--- config.mk ---
export PLATFORM = sky130hd
export DESIGN_NAME = pipe_delay_line
export DESIGN_NICKNAME = d
export VERILOG_FILES = /design/src/rtl/pipe_delay_line.sv
export SDC_FILE = /design/constraint.sdc
export NUM_CORES = 1
export LEC_CHECK = 0
export CAP_MARGIN = 10
export CORE_UTILIZATION = 25
export CTS_CLUSTER_DIAMETER = 30
export DETAILED_ROUTE_END_ITERATION = 12
export DONT_BUFFER_PORTS = 1
export MAX_ROUTING_LAYER = met4
export PLACE_DENSITY = 0.39
export SLEW_MARGIN = 40
export SYNTH_ARGS = -nofsm -noshare
export SYNTH_HDL_FRONTEND = slang
export SYNTH_SLANG_ARGS = --single-unit
--- constraint.sdc ---
create_clock -name clk -period 3.61 [get_ports clk]
set_input_delay 0.361 -clock clk [delete_from_list [all_inputs] [get_ports clk]]
set_output_delay 0.361 -clock clk [all_outputs]
set_load 0.05 [all_outputs]
--- src/rtl/pipe_delay_line.sv ---
// WIDTH-bit, DEPTH-stage register pipeline with per-stage valid bits, a run-time output tap,
// stall/flush control, and a running XOR checksum plus saturating count of delivered words.
module pipe_delay_line #(
    parameter int WIDTH = 8,
    parameter int DEPTH = 4,
    parameter int TAPW  = 4
) (
    input  logic             clk,
    input  logic             rst,
    input  logic             en,
    input  logic             flush,
    input  logic [WIDTH-1:0] din,
    input  logic             vin,
    input  logic [TAPW-1:0]  tap,
    output logic [WIDTH-1:0] dout,
    output logic             vout,
    output logic [WIDTH-1:0] chk,
    output logic [15:0]      cnt
);

    logic [WIDTH-1:0] s [DEPTH];
    logic [DEPTH-1:0] v;
    logic [TAPW-1:0]  sel;
    logic             deliver;

    // Stage index for the clamped tap: 0 behaves as 1, anything past DEPTH as DEPTH.
    always_comb begin
        if (tap == '0) begin
            sel = '0;
        end else if (tap > TAPW'(DEPTH)) begin
            sel = TAPW'(DEPTH - 1);
        end else begin
            sel = tap - TAPW'(1);
        end
    end

    always_comb begin
        dout = '0;
        vout = 1'b0;
        for (int i = 0; i < DEPTH; i++) begin
            if (sel == TAPW'(i)) begin
                dout = s[i];
                vout = v[i];
            end
        end
    end

    assign deliver = en && !flush && vout;

    // Flush clears only the valid bits, so stage data stays put and nothing is delivered.
    always_ff @(posedge clk) begin
        if (rst) begin
            for (int i = 0; i < DEPTH; i++) begin
                s[i] <= '0;
            end
            v   <= '0;
            chk <= '0;
            cnt <= '0;
        end else if (flush) begin
            v <= '0;
        end else if (en) begin
            s[0] <= din;
            v[0] <= vin;
            for (int i = 1; i < DEPTH; i++) begin
                s[i] <= s[i-1];
                v[i] <= v[i-1];
            end
            if (deliver) begin
                chk <= chk ^ dout;
                if (cnt != 16'hFFFF) begin
                    cnt <= cnt + 16'd1;
                end
            end
        end
    end

endmodule

After elaboration in Yosys (flattened, before gate mapping)
Memories as Yosys holds them, arrays and structs flattened. Index checks and enable logic that the tools add are counted.

Logic and storage cells: 45. Input bits: 17. Output and inout bits: 33. Memories: 1. Register bits: 28. RAM bits: 32.

Memory list: s (depth 4, width 8, read ports 4, clocked after Yosys merged registers in 0, wr ports 4, RTL line 21) `logic [WIDTH-1:0] s [DEPTH];`.

Order comparisons: 1. Eq/ne operators: 4. Muxes and demuxes: 20. $add $sub $neg: 2. Bitwise gates (word level): 6. Reduce and logical (&&, ||, !) cells: 8.

Operators with widths (number): 8-bit two-way mux (8); 16-bit by 1-bit adder with 16-bit output, second input constant (1); 16-bit inequality test, second input constant (1); 1-bit two-way mux (10); 4-bit by 2-bit == test with 1-bit output, second input constant (2); 4-bit zero test (2); 4-bit two-way mux (2); 8-bit bitwise XOR (1); 4-bit by 1-bit == test with 1-bit output, second input constant (1); 4-bit by 3-bit greater-than comparator with 1-bit output, second input constant (1); 1-bit OR (4); 4-bit AND reduction (1); 4-bit by 1-bit subtractor with 4-bit output, second input constant (1); 3-bit AND reduction (1); 1-bit logical AND (2); 2-bit OR reduction (1); 1-bit zero test (1); 1-bit inverter (1).

Depth between registers and ports, before layout
Gate-level depths: netlist of the first run.

Depth after elaboration: 10. Gate-level depth with buffers: 11. Gate-level depth less buffers: 8.

Least setup slack after synthesis of the first run
No wires, ideal clock.

Kind: input -> register. From: input port tap[0]. To: register chk[6]. Stages: 9. Path buffers: 1. Path slack: -0.138 ns. Arrival: 3.627 ns. Setup time: 0.121 ns. Data required time: 3.489 ns. Path through: buf_2 inv_1 ha_1 or3b_4 a2111oi_4 a221oi_1 o21ai_0 and2b_1 mux2_2.

Elaborated cells on any way between the ends: 20. Classes of those cells: add/sub (1); order compare (1); eq/ne (3); mux (10); bitwise (1); reduce/logical (4).

RTL lines: from (decl) (RTL line 14) `input logic [TAPW-1:0] tap,`; 4-bit by 1-bit subtractor with 4-bit output or 4-bit by 3-bit greater-than comparator with 1-bit output (tied branches) (RTL line 33, 30); 4-bit two-way mux (RTL line 30) `end else if (tap > TAPW'(DEPTH)) begin`; 4-bit two-way mux * (RTL line 28) `if (tap == '0) begin`; 4-bit zero test (RTL line 41) `if (sel == TAPW'(i)) begin`; 8-bit two-way mux (3 in series) (RTL line 41); 8-bit two-way mux * (RTL line 41); net dout[6] (RTL line 15) `output logic [WIDTH-1:0] dout,`; 8-bit bitwise XOR * (RTL line 69) `chk <= chk ^ dout;`; to (signal assigned) (RTL line 69); to (decl) (RTL line 17) `output logic [WIDTH-1:0] chk,`.

The timed path passes the listed nets; every way through them passes the cells marked *. A chain may end at the register's enable or synchronous reset.

Final worst setup path of the first run
From: input port tap[0]. To: output port dout[0].

Word-level cells in the longest chain between the ends: 8. Elaborated cells on any way between the ends: 13. Classes of those cells: add/sub (1); order compare (1); eq/ne (3); mux (6); reduce/logical (2).

Ends and longest elaborated chain (RTL line): 4-bit by 1-bit subtractor with 4-bit output or 4-bit by 3-bit greater-than comparator with 1-bit output (tied branches) (33, 30); 4-bit two-way mux (30); 4-bit two-way mux * (28); 4-bit zero test (41); 8-bit two-way mux (3 in series) (41); 8-bit two-way mux * (41); to (decl) (15).

Mark *: on every way between the ends. The rest lies on a longest branch, timed or not.

==> flow_summary.ini, run 1 <==
[final_layout]
n_antenna_cell = 0
syn2layout_area_growth_pct = 16.8
nFillCells = 1163
final_nets = 315
ff_latch_area_sq_um = 1520
multi_input_area_sq_um = 1360
fin_util = 0.301
drive_gt1_frac = 0.140
fin_area_sq_um = 3450

[routing]
post_drt_wl_per_cell_microns = 14.6
first_pass_iters = 4
vias = 2042
route.detailed.drc = 0
ant_nets = 0
drtIter0Drc = 134
viasPerCell = 4.60
drt_wl_total_mm = 6.48

[cts]
cts_made_buffers = 9
clkSinkCount = 60
cts_tree = yes
cts_setup_buffers = 0
path_clk_slew_ns = 0.05
cts_resized = 0
cts-root-buf = clkbuf_16
cts.htree.levels = 3
hold_buffers = 0
clk_path_buf_depth = 2
clk_latency_ns = 0.32

[worst_setup_path]
cp_cell_sequence = inv_1, ha_1, or3b_4, a2111oi_4, a221oi_1, o21ai_1, buf_4
path_buf_inv = 2
crit_family = compound AO/OA/AOI/OAI gates
critical_path.startpoint_type = input pin
crit_path_end_kind = primary output
cpMaxStageDelayCell = a2111oi_4
arrival_ns = 2.56
critical_path_required_ns = 3.25
slowest_delay_ns = 0.70
worstPathMaxFanout = 9
worstSetupPathType = in -> out

[power_and_ir_drop]
p_per_area_nw_per_um2 = 496
pwr-share-comb = 0.080
pwr-share-clk = 0.479
p_switching_mw = 0.400
vdd_drop_max_uv = 305
internal-power_mw = 1.31
sw_frac_of_total = 0.233
seqPwrFrac = 0.441
finalPower_mw = 1.71
p_leak_nw = 1.27

[placement]
port-buffer-count = 0
dp_slack_ns = 0.460
place_area_sq_um = 3150
place_hpwl_mm = 4.18
gp_congestion = 0.741

[global_route]
grt-ovfl-total = 0
antenna_found_initial = 0
grt_first_pass_wirelength_mm = 10.7
track_usage = 0.115
grt_pass1_vias = 1942
grt_max_degree = 44

[timing]
hold_viol_final = 0
fmax_ghz = 0.342
slew_violations = 0
slew_headroom = 0.491
setup_tns_ns = 0
fin_skew_ns = 0.00454
period_minus_slack_ns = 2.92
grt_setup_unrepaired = false
finalSetupViolations = 0
period_share = 0.810
tightest_slew_ns = 0.763
worst_slack_ns = 0.687

[yosys]
synth_cells = 288
synth_nets = 307
synth_edf_count = 32
synth_area_sq_um = 2960
synth_top_area_frac = 0.325
netlist_top_cells_count = and2_1, edfxtp_1, dfxtp_1
synthTopCellsByArea = edfxtp_1, dfxtp_1, and2_1, mux2_2, nor2b_1
ys_types = 39
yosysTopAreaCell = edfxtp_1
synth_flop_cell = edfxtp_1
ys_seq_area_frac = 0.515
synth-async-reset-ratio = 0
synth-seq-cells = 60
ys_warn_count = 0
postSynthAreaPerCell_sq_um = 10.3
synthMostInstantiatedCell = and2_1

[flow_run]
drv_cap = 0

[floorplan]
die_w_microns = 111
start_util = 0.258
dieArea_sq_um = 12300
rows = 39
io_pins = 50
core_sq_um = 11500
die_h_microns = 111

[min_path]
hp-class = in -> reg

[outcome]
status = finished clean
## power by group through the flow
stage	registers, mW	clock network (mW)	logic [mW]
after floorplan	0.767	0	0.108
after global routing	0.759	0.876	0.149
after detailed placement	0.770	0	0.138
after global placement	0.770	0	0.138
after CTS	0.756	0.856	0.139
final	0.756	0.821	0.137
## sequential cells by signal (all words and copies together) (netlist names)
signal / count
s: 32
v: 4
cnt: 16
chk: 8
## worst paths after layout
check / from / depth (start not counted) / slack (ns) / to
worst max register to register: cnt[6] / 6 / 1.10 / cnt[8]
worst min-delay path: flush / 1 / 0.11 / v[1]
worst max-delay path: tap[0] / 7 / 0.69 / dout[0]
worst min register to register: s[0][21] / 1 / 0.55 / s[0][29]
## layout by cell type (no fill, tap or decap), drive strengths merged, types with 8 or more instances in the layout
| master | count |
|---|---|
| a21oi | 11 |
| a221oi | 8 |
| and2 | 33 |
| buf | 12 |
| clkbuf | 10 |
| dfxtp | 28 |
| edfxtp | 32 |
| mux2 | 12 |
| nand2 | 18 |
| nor2 | 22 |
| nor2b | 20 |
| o21ai | 19 |
| or3 | 10 |
## per-layer routing
layer | share of wire | vias up | GRT usage
met3 | 0.056 | 9 | 0.0498
met4 | 0.013 | 0 | 0.0427
met1 | 0.47 | 941 | 0.140
li1 | - | 1047 | -
met5 | 0 | - | -
met2 | 0.46 | 45 | 0.169
## worst reg2reg max path: stages, from the launching register on
cell,delay (ns)
dfxtp_1,0.74
and4_1,0.37
and3_1,0.23
nand4_1,0.41
nand2_1,0.31
nor3_1,0.07
mux2_2,0.27
## layout make-up
| type | count | share of cell area |
|---|---|---|
| timing repair buffer | 12 | 0.0272 |
| clock buffer | 10 | 0.0663 |
| sequential | 60 | 0.441 |
| inverter | 5 | 0.00543 |
| tap | 143 | 0.0518 |
| clock inverter | 6 | 0.0159 |
| multi-input combinational | 208 | 0.393 |
## cells by family after synthesis
family | synth area share
XOR/XNOR | 0.00296
buffers and inverters | 0.0292
AO/OA/AOI/OAI | 0.111
AND/OR/NAND/NOR | 0.271
multiplexers | 0.0626
flip-flops | 0.515
adder cells (fa/ha/maj) | 0.00846
## metrics by stage
step | instances | hold slack, ns
2_1_floorplan | 288 | 0.440
3_3_place_gp | 427 | 0.440
3_5_place_dp | 427 | 0.441
4_1_cts | 443 | 0.0896
5_1_grt | 444 | 0.0905
6_report | 444 | 0.106
No activity file was read; power rests on OpenSTA's default activity.
==> run 2: changes to the inputs <==
clock period = 2.9 ns   (was 3.61 ns; I/O delays follow)
==> flow_summary.ini, run 2 (synthesis gave the netlist of run 1 again) <==
[floorplan]
start_util = 0.258
core_sq_um = 11500
die_h_microns = 111
die_w_microns = 111
rows = 39
dieArea_sq_um = 12300
io_pins = 50

[global_route]
grt_pass1_vias = 2114
antenna_found_initial = 0
grt-ovfl-total = 0
track_usage = 0.115
grt_max_degree = 44
grt_first_pass_wirelength_mm = 10.7

[placement]
gp_congestion = 0.707
port-buffer-count = 0
place_area_sq_um = 3450
dp_cells = 446
place_hpwl_mm = 4.40

[worst_setup_path]
critical_path.startpoint_type = input pin
critical_path_required_ns = 3.11
worstPathMaxFanout = 20
arrival_ns = 2.62
worstSetupPathType = in -> reg
crit_path_end_kind = flip-flop

[power_and_ir_drop]
p_per_area_nw_per_um2 = 562
p_leak_nw = 1.40
vdd_drop_max_uv = 344

[routing]
vias = 2127
drt_wl_total_mm = 6.59
post_drt_wl_per_cell_microns = 14.2
ant_nets = 0
drtIter0Drc = 144
first_pass_iters = 4
route.detailed.drc = 0
viasPerCell = 4.59

[final_layout]
final_common_cell = and2_1
drive_gt1_frac = 0.250
fin_util = 0.325
nFillCells = 1181
multi_input_area_sq_um = 1500
top_register = s
syn2layout_area_growth_pct = 26.2
largest_register_ffs = 32
mostFrequentLayoutCells = and2_1, edfxtp_1, buf_4
top_regs = s (32), cnt (16), chk (8)
final_nets = 334
fin_area_sq_um = 3730
ff_latch_area_sq_um = 1520
stdcell_count = 463
n_antenna_cell = 0

[timing]
hold_viol_final = 0
tightest_slew_ns = 0.597
slew_violations = 0
fin_skew_ns = 0.00482
period_share = 0.832
finalSetupViolations = 0
fmax_ghz = 0.414
holdWs_ns = 0.0398
setup_tns_ns = 0
period_minus_slack_ns = 2.41
slew_headroom = 0.602
grt_setup_unrepaired = false

[outcome]
status = finished clean

[cts]
path_clk_slew_ns = 0.05
cts_made_buffers = 9
hold_buffers = 0
cts.htree.levels = 3
cts-root-buf = clkbuf_16
cts_tree = yes
cts_resized = 0
cts_setup_buffers = 0
clk_path_buf_depth = 2
clk_latency_ns = 0.32
clkSinkCount = 60

[min_path]
hp-class = in -> reg

[flow_run]
drv_cap = 0
[run 2: critical path, cell delays in order]
cell	delay, ns
inv_1	0.04
ha_4	0.28
nor3b_1	0.04
or4_1	0.63
a211oi_1	0.36
a32oi_4	0.18
buf_8	0.21
and2b_1	0.25
mux2_2	0.33
[run 2: area by class of cell]
cell class	instances	share of cell area
repair buffers	31	0.0644
flip-flops and latches	60	0.408
clock inverters	7	0.0117
multi-input cells	208	0.403
clock buffers	9	0.0604
well taps	143	0.0480
inverters	5	0.00503
[run 2: final timing paths]
check / end / cells past startpoint / slack, ns / from
worst max-delay path: cnt[0] / 9 / 0.49 / tap[1]
worst min-delay path: v[1] / 1 / 0.04 / flush
worst max register to register: cnt[12] / 5 / 0.85 / cnt[13]
worst min register to register: s[0][24] / 1 / 0.55 / s[0][16]
[run 2: through the flow]
| stage | power [mW] | worst slack (ns) |
|---|---|---|
| 4_1_cts | 2.14 | 0.472 |
| 5_1_grt | 2.18 | 0.350 |
| 2_1_floorplan | 1.12 | 0.0160 |
| 6_report | 2.10 | 0.487 |
| 3_3_place_gp | 1.16 | 0.178 |
| 3_5_place_dp | 1.16 | 0.136 |
[run 2: per-layer routing]
metal  routed length (microns)  GRT usage  part of all wire  vias up
met5                         0          -                 0        -
met4                        72     0.0427             0.011        0
met3                       371     0.0448             0.056        6
met2                      3140      0.179              0.48       46
met1                      3010      0.135              0.46      990
li1                          -          -                 -     1085
[run 2: report_power, final]
group | switching (mW) | internal (mW) | total [mW]
logic | 0.127 | 0.0717 | 0.198
clock network | 0.385 | 0.571 | 0.955
registers | 0.0156 | 0.927 | 0.943
==> run 3: changes to the inputs <==
PLACE_DENSITY = 0.41   (was 0.39)
clock period = 2.17 ns   (was 2.9 ns; I/O delays follow)
==> flow_summary.ini, run 3 (synthesis gave the netlist of run 1 again) <==
[worst_setup_path]
arrival_ns = 2.40
critical_path.startpoint_type = input pin
cpMaxStageDelayCell = or4_1
cpMostUsedCell = buf_12
path_buf_inv = 4
worstSetupPathType = in -> reg
crit_path_end_kind = flip-flop
worstPathMaxFanout = 5
crit_family = simple AND/OR/NAND/NOR gates
reg2reg_slack_ns = 0.20
slowest_delay_ns = 0.46
cp_cell_sequence = inv_8, ha_4, or3b_4, a2111oi_4, buf_4, a22o_4, a32oi_4, buf_12, buf_12, or4_1, a21oi_1
critical_path_required_ns = 2.42

[cts]
cts_tree = yes
cts.htree.levels = 3
clkSinkCount = 60
clk_latency_ns = 0.33
clk_path_buf_depth = 2
cts-root-buf = clkbuf_16
path_clk_slew_ns = 0.05
cts_made_buffers = 9

[routing]
drtIter0Drc = 92
post_drt_wl_per_cell_microns = 14.3
ant_nets = 0
vias = 2264
drt_wl_total_mm = 7.10
viasPerCell = 4.57
route.detailed.drc = 0
first_pass_iters = 4

[floorplan]
dieArea_sq_um = 12300
die_w_microns = 111
start_util = 0.258
rows = 39
core_sq_um = 11500
die_h_microns = 111
io_pins = 50

[timing]
fmax_ghz = 0.466
setup_tns_ns = 0
tightest_slew_ns = 0.613
grt_setup_unrepaired = true
period_share = 0.989
period_minus_slack_ns = 2.15
slew_headroom = 0.590
finalSetupViolations = 0
holdWs_ns = 0.0878
slew_violations = 0
hold_viol_final = 0
fin_skew_ns = 0.00406

[power_and_ir_drop]
p_per_area_nw_per_um2 = 729
p_leak_nw = 1.70
vdd_drop_max_uv = 701
finalPower_mw = 3.07

[final_layout]
n_antenna_cell = 0
final_common_cell = buf_4
largest_register_ffs = 32
syn2layout_area_growth_pct = 42.4
top_regs = s (32), cnt (16), chk (8)
fin_area_sq_um = 4210
mostFrequentLayoutCells = buf_4, and2_1, edfxtp_1
stdcell_count = 495
top_register = s
final_nets = 366
drive_gt1_frac = 0.332

[placement]
dp_cells = 465
port-buffer-count = 0
gp_congestion = 0.723
place_area_sq_um = 3680
place_hpwl_mm = 4.69

[flow_run]
drv_cap = 0

[min_path]
hp-class = in -> reg

[outcome]
status = finished clean

[global_route]
grt-ovfl-total = 0
grt_pass1_vias = 2200
grt_max_degree = 33
grt_first_pass_wirelength_mm = 11.2
track_usage = 0.120
antenna_found_initial = 0
-- run 3: cell types whose count changed in the layout (fill, tap and decap cells not counted), moves of 3 or more --
| cell | previous run | this run |
|---|---|---|
| buf_12 | 0 | 3 |
| buf_4 | 30 | 52 |
| clkbuf_16 | 9 | 12 |
| clkinvlp_4 | 3 | 0 |
| dlygate4sd3_1 | 0 | 3 |
| mux2_2 | 12 | 7 |
| mux2_4 | 0 | 5 |
| nor3_1 | 7 | 4 |
| nor3_4 | 0 | 3 |
-- run 3: layer usage --
layer	global-route usage	vias to the layer above	share of wire
met3	0.0503	10	0.059
met2	0.190	40	0.48
met1	0.135	1060	0.45
met5	-	-	0
met4	0.0453	0	0.016
li1	-	1154	-
-- run 3: stage by stage --
| step | utilization | setup WS (ns) |
|---|---|---|
| floorplan | - | -0.578 |
| global placement | 0.321 | -0.221 |
| detailed placement | 0.321 | -0.274 |
| CTS | 0.352 | 0.0207 |
| global route | 0.367 | -0.0488 |
| finish | 0.367 | 0.0229 |
-- run 3: path summary, 6_finish.rpt --
kind / from / to / depth (start not counted)
worst max-delay path: tap[1] / cnt[15] / 11
worst min-delay path: din[4] / s[0][4] / 1
worst max register to register: cnt[9] / cnt[8] / 6
worst min register to register: s[0][23] / s[0][31] / 1
-- run 3: area by class of cell --
type,instances,area (sq um)
Clock buffer,10,229
Sequential cell,60,1520
Multi-Input combinational cell,208,1590
Clock inverter,6,78.8
Inverter,5,33.8
Fill cell,1112,7260
Tap cell,143,179
Timing Repair Buffer,63,582
-- run 3: report_power, final --
group / internal, mW / total [mW] / leakage (nW) / switching [mW]
Combinational: 0.131 / 0.317 / 0.978 / 0.186
Sequential: 1.24 / 1.26 / 0.564 / 0.0208
Clock: 0.994 / 1.49 / 0.154 / 0.495
-- run 3: what timing repair did --
action,4_1_cts,5_1_grt
buffers inserted,1,7
hold buffers,3,0
endpoints found under the hold margin,15,0
resized for setup,1,9
setup endpoints to repair,8,13
pin swaps,1,2
cloned,0,3
